$ cat config.mk
export PLATFORM = sky130hd
export DESIGN_NAME = crc9_lfsr
export DESIGN_NICKNAME = d
export VERILOG_FILES = /design/src/rtl/crc9_pkg.sv /design/src/rtl/crc9_lfsr.sv
export SDC_FILE = /design/constraint.sdc
export NUM_CORES = 1
export LEC_CHECK = 0
export BUFFER_PORTS_ARGS = -buffer_cell sky130_fd_sc_hd__buf_2
export CAP_MARGIN = 15
export CORE_AREA = 2 2 39 41
export DETAILED_ROUTE_END_ITERATION = 7
export DIE_AREA = 0 0 41 43
export GPL_ROUTABILITY_DRIVEN = 0
export GPL_TIMING_DRIVEN = 0
export HOLD_SLACK_MARGIN = 0.05
export SETUP_SLACK_MARGIN = 0.3
export SKIP_LAST_GASP = 1
export SLEW_MARGIN = 20
export SYNTH_ARGS = -nofsm -noshare
export SYNTH_HDL_FRONTEND = slang
export SYNTH_SLANG_ARGS = --single-unit
$ cat constraint.sdc
create_clock -name clk -period 1.2 [get_ports clk]
set_input_delay 0.12 -clock clk [delete_from_list [all_inputs] [get_ports clk]]
set_output_delay 0.12 -clock clk [all_outputs]
set_load 0.02 [all_outputs]
$ cat src/rtl/crc9_pkg.sv
// Shared CRC-9 constants, FSM state type and the one-bit LFSR step used by the frame checker.
package crc9_pkg;
  localparam int unsigned DATA_W  = 10;
  localparam int unsigned CRC_W   = 9;
  localparam int unsigned FRAME_W = DATA_W + CRC_W;
  localparam int unsigned CNT_W   = $clog2(FRAME_W);
  localparam logic [CRC_W-1:0] POLY = 9'h003;

  typedef enum logic [1:0] {IDLE, SHIFT, DONE} state_t;

  // One MSB-first division step: feedback is the outgoing remainder MSB xor the incoming bit.
  function automatic logic [CRC_W-1:0] crc_step(input logic [CRC_W-1:0] rem,
                                                input logic             bit_in,
                                                input logic [CRC_W-1:0] poly);
    logic fb;
    fb = rem[CRC_W-1] ^ bit_in;
    return {rem[CRC_W-2:0], 1'b0} ^ (fb ? poly : '0);
  endfunction
endpackage

$ cat src/rtl/crc9_lfsr.sv
// Serial CRC-9 remainder register, MSB-first; shared with the generator side.
module crc9_lfsr
  import crc9_pkg::*;
#(
  parameter logic [CRC_W-1:0] POLY = crc9_pkg::POLY
) (
  input  logic             clk,
  input  logic             reset,
  input  logic             clr,
  input  logic             en,
  input  logic             bit_in,
  output logic [CRC_W-1:0] rem
);
  always_ff @(posedge clk or posedge reset) begin
    if (reset)   rem <= '0;
    else if (clr) rem <= '0;
    else if (en)  rem <= crc_step(rem, bit_in, POLY);
  end
endmodule

==> impl_metrics.env, run 1 <==
export IMPL_grt_overflow_total=0
export IMPL_ff_latch_area_um2=226
export IMPL_root_buffer="clkbuf_4"
export IMPL_hp_start="en"
export IMPL_synth_compound_area_share_pct=5.28
export IMPL_synth_top_area_share_pct=55.9
export IMPL_synth_top_family_by_area="multiplexers"
export IMPL_cts_htree_levels=1
export IMPL_clk_insertion_delay_late_ns=0.25
export IMPL_placedCellCount=63
export IMPL_syn_to_final_growth_pct=61.2
export IMPL_avgSynthCellArea_um2=11.8
export IMPL_outcome="completed"
export IMPL_ys_ff_latch=9
export IMPL_die_y_um=43
export IMPL_rsz0062_at_grt="yes"
export IMPL_cts_tree="built"
export IMPL_max_stage_delay_ns=0.43
export IMPL_die_w_um=41
export IMPL_slew_violations=0
export IMPL_yosys_area_top_type="dfrtp_1"
export IMPL_io_buffers=13
export IMPL_cp_data_required_time_ns=1.08
export IMPL_synth_simple_area_share_pct=14.3
export IMPL_largest_reg_flops=9
export IMPL_reg2reg_from="rem[8]$_DFFE_PP0P_"
export IMPL_grt_pass1_wl_um=1390
export IMPL_hold_worst_slack_ns=0.179
export IMPL_dpl_hpwl_um=517
export IMPL_synth_xor_area_share_pct=2.17
export IMPL_final_common_cell="buf_6"
export IMPL_cp_buffers_inverters=1
export IMPL_ys_seq_area_share_pct=55.9
export IMPL_relSlewSlack_pct=77.3
export IMPL_tns_ns=0
export IMPL_fin_cells=76
export IMPL_synthMuxAreaShare_pct=17.4
export IMPL_criticalPathCategory="reg2out"
export IMPL_antenna_cells=0
export IMPL_fp_dieArea_um2=1760
export IMPL_clock_sinks=9
export IMPL_critPathLaunch="rem[8]$_DFFE_PP0P_"
export IMPL_initial_utilization_pct=29.1
export IMPL_p_clk_share_pct=35.6
export IMPL_first_pass_iters=2
export IMPL_grt_use_total_pct=12.0
export IMPL_worst_pin_slew_ns=0.341
export IMPL_synthTopCellsByArea="dfrtp_1 56%, mux2i_1 17%, nor2_1 7.5%, a211oi_2 3.1%, buf_6 2.8%"
export IMPL_cts_buffers=3
export IMPL_drc=0
export IMPL_cts_clk_slew_worst_paths_ns=0.06
export IMPL_final_core_utilization_pct=46.9
export IMPL_hold_path_end="rem[8]$_DFFE_PP0P_"
export IMPL_ir_worst_vdd_uv=527
export IMPL_fin_crit_ns=0.943
export IMPL_multi_input_area_um2=165
export IMPL_io_pins=14
export IMPL_postRouteAntennaNets=0
export IMPL_r2r_end="rem[1]$_DFFE_PP0P_"
export IMPL_switching_share_pct=23.3
export IMPL_postSynthCellCount=34
export IMPL_drive_above_1_share_pct=51.7
export IMPL_regMostFlops="rem"
export IMPL_first_global_vias=345
export IMPL_final_period_utilization_pct=78.6
export IMPL_grt_start_max_net_pins=11
export IMPL_arrival_ns=0.82
export IMPL_layout_common_cells="10 x buf_6, 8 x nor2_1, 8 x buf_4, 8 x dfrtp_1, 7 x mux2i_1"
export IMPL_nFillCells=139
export IMPL_critPathLaunchType="flip-flop"
export IMPL_synth_yosys_warnings=0
export IMPL_cp_slowest_cell="dfrtp_2"
export IMPL_fmax_ghz=1.06
export IMPL_p_leak_uw=0.000341
export IMPL_reg2reg_depth=3
export IMPL_endpoint_kind="primary output"
export IMPL_clock_path_buffers=2
export IMPL_finalNetCount=66
export IMPL_wl_per_cell_um=10.4
export IMPL_comb_power_share_pct=14.4
export IMPL_hold_class="in2reg"
export IMPL_intPower_uw=485
export IMPL_synthesis_nets=39
export IMPL_crit_family="flip-flops"
export IMPL_rows=14
export IMPL_min_path_cells=3
export IMPL_synth_adder_area_share_pct=0
export IMPL_r2r_slack_ns=0.28
export IMPL_avgViaCountPerCell=4.28
export IMPL_p_per_area_nw_per_um2=973
export IMPL_hold_viol_final=0
export IMPL_p_sw_uw=147
export IMPL_crit_chain="buf_6"
export IMPL_synth_cell_area_um2=403
export IMPL_num_vias=325
export IMPL_wirelength_um=793
export IMPL_synthDistinctLibCells=13
export IMPL_core_area_um2=1380
export IMPL_antenna_found_initial=0
export IMPL_drv_cap=0
export IMPL_top_regs="rem: 9 flops"
export IMPL_pwr_share_seq_pct=50.1
export IMPL_finalSetupViolations=0
export IMPL_worstPathMaxFanout=3
export IMPL_drt_iter0_drc=7
export IMPL_finalClockSkew_ns=0.000609
kinds of logic (layout without fill, tap and decap cells):
family	Yosys count	count (layout)
xor+xnor	1	1
buf+inv	3	29
compound gates	2	2
mux	7	7
flops	9	9
simple gates	12	12
what timing repair did:
action | CTS | global route
hold endpoints to repair | 9 | 0
hold buffers | 1 | 0
setup buffers | 8 | 0
gates resized for setup | 18 | 0
pin swaps | 1 | 0
setup endpoints to repair | 10 | 11
power by group through the flow:
stage / logic (µW) / registers (µW) / clock network [µW]
5_1_grt: 99.5 / 317 / 249
6_report: 90.8 / 316 / 225
3_3_place_gp: 70.0 / 322 / 0
3_5_place_dp: 69.9 / 322 / 0
2_1_floorplan: 39.1 / 330 / 0
4_1_cts: 92.3 / 316 / 236
area by class of cell:
| cell class | count | area share (%) |
|---|---|---|
| Clock buffer | 4 | 4.05 |
| Inverter | 1 | 0.578 |
| Buffer | 2 | 2.50 |
| Multi-Input combinational cell | 22 | 25.4 |
| Sequential cell | 9 | 34.9 |
| Tap cell | 16 | 3.08 |
| Timing Repair Buffer | 22 | 29.5 |
layer usage:
| layer | vias up | part of all wire (%) | GRT usage [%] | wire length, µm |
|---|---|---|---|---|
| met5 | - | 0 | 0 | 0 |
| met4 | 0 | 0 | 8.00 | 0 |
| met2 | 7 | 50 | 15.9 | 400 |
| li1 | 168 | - | - | - |
| met3 | 0 | 4.3 | 3.14 | 34 |
| met1 | 150 | 45 | 16.4 | 357 |
per-stage QoR:
stage | total power, µW | setup slack [ns] | area [µm²]
2_1_floorplan | 369 | 0.261 | 412
4_1_cts | 645 | 0.246 | 649
3_5_place_dp | 392 | 0.266 | 497
6_report | 632 | 0.257 | 649
3_3_place_gp | 392 | 0.264 | 497
5_1_grt | 666 | 0.221 | 649
how the worst max path moves through the flow:
stage | endpoint | slack (ns) | cells past startpoint
final | rem[8] | 0.26 | 1
after floorplan | rem[1]$_DFFE_PP0P_ | 0.26 | 3
after global placement | rem[1]$_DFFE_PP0P_ | 0.26 | 2
after CTS | rem[8] | 0.25 | 1
after detailed placement | rem[1]$_DFFE_PP0P_ | 0.27 | 2
after global routing | rem[1]$_DFFE_PP0P_ | 0.22 | 3
Yosys cell counts:
cell and instances:
buf_2 1, nand4b_1 1, o221ai_1 1, dfrtp_1 9
mux2i_1 7, nor2_1 8, a211oi_2 1, nand2_2 1
nand2b_1 1, buf_6 1, inv_1 1, xnor2_1 1
nor2_2 1
Note: power is estimated with default switching activity, not from simulation.
==> run 2: changes to the inputs <==
clock period = 0.8 ns   (was 1.2 ns; I/O delays follow)
==> impl_metrics.env, run 2 (synthesis results as in run 1) <==
export IMPL_criticalPathCategory="reg2reg"
export IMPL_drv_cap=0
export IMPL_finalSetupViolations=18
export IMPL_switching_share_pct=25.6
export IMPL_clock_sinks=9
export IMPL_cts_htree_levels=1
export IMPL_grt_pass1_wl_um=1490
export IMPL_root_buffer="clkbuf_4"
export IMPL_fmax_ghz=1.07
export IMPL_worst_pin_slew_ns=0.338
export IMPL_drc=0
export IMPL_dp_slack_ns=-0.140
export IMPL_initial_utilization_pct=29.1
export IMPL_cp_data_required_time_ns=0.93
export IMPL_cts_clk_slew_worst_paths_ns=0.07
export IMPL_io_pins=14
export IMPL_reg2reg_from="rem[8]$_DFFE_PP0P_"
export IMPL_post_route_worst_setup_slack_ns=-0.134
export IMPL_finalNetCount=66
export IMPL_io_buffers=13
export IMPL_largest_reg_flops=9
export IMPL_first_global_vias=374
export IMPL_ir_worst_vdd_uv=897
export IMPL_violations="hold timing, setup timing"
export IMPL_p_leak_uw=0.000339
export IMPL_num_vias=344
export IMPL_relSlewSlack_pct=77.5
export IMPL_rows=14
export IMPL_fp_dieArea_um2=1760
export IMPL_core_area_um2=1380
export IMPL_comb_power_share_pct=14.9
export IMPL_wirelength_um=886
export IMPL_grt_use_total_pct=13.3
export IMPL_p_sw_uw=250
export IMPL_worstPathMaxFanout=3
export IMPL_rsz0062_at_grt="yes"
export IMPL_grt_start_max_net_pins=11
export IMPL_critPathLaunch="rem[8]$_DFFE_PP0P_"
export IMPL_placedCellCount=63
export IMPL_die_w_um=41
export IMPL_regMostFlops="rem"
export IMPL_cts_tree="built"
export IMPL_hold_viol_final=9
export IMPL_clk_insertion_delay_late_ns=0.27
export IMPL_intPower_uw=726
export IMPL_die_y_um=43
export IMPL_fin_cells=76
export IMPL_layout_common_cells="17 x buf_6, 8 x nor2_1, 8 x dfrtp_2, 7 x mux2i_1, 5 x buf_2"
export IMPL_drive_above_1_share_pct=66.7
export IMPL_fin_crit_ns=0.934
export IMPL_p_per_area_nw_per_um2=1400
export IMPL_critPathLaunchType="flip-flop"
export IMPL_hold_worst_slack_ns=-0.243
export IMPL_postRouteAntennaNets=0
export IMPL_p_clk_share_pct=36.4
export IMPL_slew_violations=0
export IMPL_final_common_cell="buf_6"
export IMPL_antenna_found_initial=0
export IMPL_endpoint_kind="flip-flop"
export IMPL_antenna_cells=0
export IMPL_clock_path_buffers=2
export IMPL_hold_class="in2async"
export IMPL_avgViaCountPerCell=4.53
export IMPL_finalClockSkew_ns=0.00771
export IMPL_grt_overflow_total=0
export IMPL_pwr_share_seq_pct=48.8
export IMPL_drt_iter0_drc=3
export IMPL_syn_to_final_growth_pct=72.4
export IMPL_dpl_hpwl_um=558
export IMPL_first_pass_iters=2
export IMPL_top_regs="rem: 9 flops"
export IMPL_outcome="finished, violations left"
export IMPL_final_period_utilization_pct=117
export IMPL_wl_per_cell_um=11.7
export IMPL_cts_buffers=3
export IMPL_arrival_ns=1.06
[run 2: changes by cell type in the layout (fill, tap and decap cells not counted)]
cell / delta
clkbuf_1: -1
buf_6: +7
xnor2_2: -1
dfrtp_2: +7
buf_4: -6
clkinv_2: +1
xnor2_4: +1
dlygate4sd3_1: -1
dfrtp_1: -7
[run 2: metrics by stage]
step,TNS (ns),utilization [%],total power (µW),instance area [µm²],hold slack (ns)
2_1_floorplan,-0.243,-,555,420,-0.0926
3_3_place_gp,-0.209,36.5,589,505,0.0571
3_5_place_dp,-0.231,36.5,590,505,0.0594
4_1_cts,-1.47,49.4,986,683,-0.236
5_1_grt,-2.03,50.2,1030,694,-0.214
6_report,-1.38,50.2,975,694,-0.243
[run 2: power groups by stage]
stage                     Sequential, µW  Clock (µW)  Combinational [µW]
after floorplan                      496           0                58.6
after global placement               485           0                 105
after detailed placement             485           0                 105
after CTS                            476         370                 141
after global routing                 477         394                 156
final                                476         355                 145
[run 2: worst paths after layout]
path / endpoint / slack [ns] / depth (start not counted)
max: rem[1]$_DFFE_PP0P_ / -0.13 / 3
min: rem[3]$_DFFE_PP0P_ / -0.24 / 2
max reg2reg: rem[1]$_DFFE_PP0P_ / -0.13 / 3
min reg2reg: rem[2]$_DFFE_PP0P_ / 0.63 / 3
max in group asynchronous: rem[0]$_DFFE_PP0P_ / 0.76 / 2
min in group clk: rem[8]$_DFFE_PP0P_ / 0.14 / 3
[run 2: final cells by class]
cell class	count	area, µm²
Fill cell	131	689
Sequential cell	9	235
Timing Repair Buffer	22	215
Multi-Input combinational cell	22	176
Clock buffer	3	22.5
Tap cell	16	20.0
Buffer	2	16.3
Clock inverter	1	5.00
Inverter	1	3.75
[run 2: metal layers]
| metal | up-vias | routed length [µm] | GRT usage [%] |
|---|---|---|---|
| met5 | - | 0 | 0 |
| met4 | 0 | 0 | 4.00 |
| met3 | 0 | 64 | 9.95 |
| met2 | 11 | 487 | 20.6 |
| met1 | 168 | 334 | 13.2 |
| li1 | 165 | - | - |
[run 2: worst max-delay path, stage by stage (launching register included)]
cell and delay, ns:
dfrtp_2 0.45, xnor2_4 0.15, nand4b_1 0.09, o221ai_1 0.11
[run 2: repair_timing]
action                                  in CTS  in global routing
buffers inserted                             9                  0
endpoints found under the hold margin        9                  9
endpoints found under the setup margin      18                 18
pin swaps                                    5                  4
gates resized for setup                     25                  1
cloned                                       0                  0
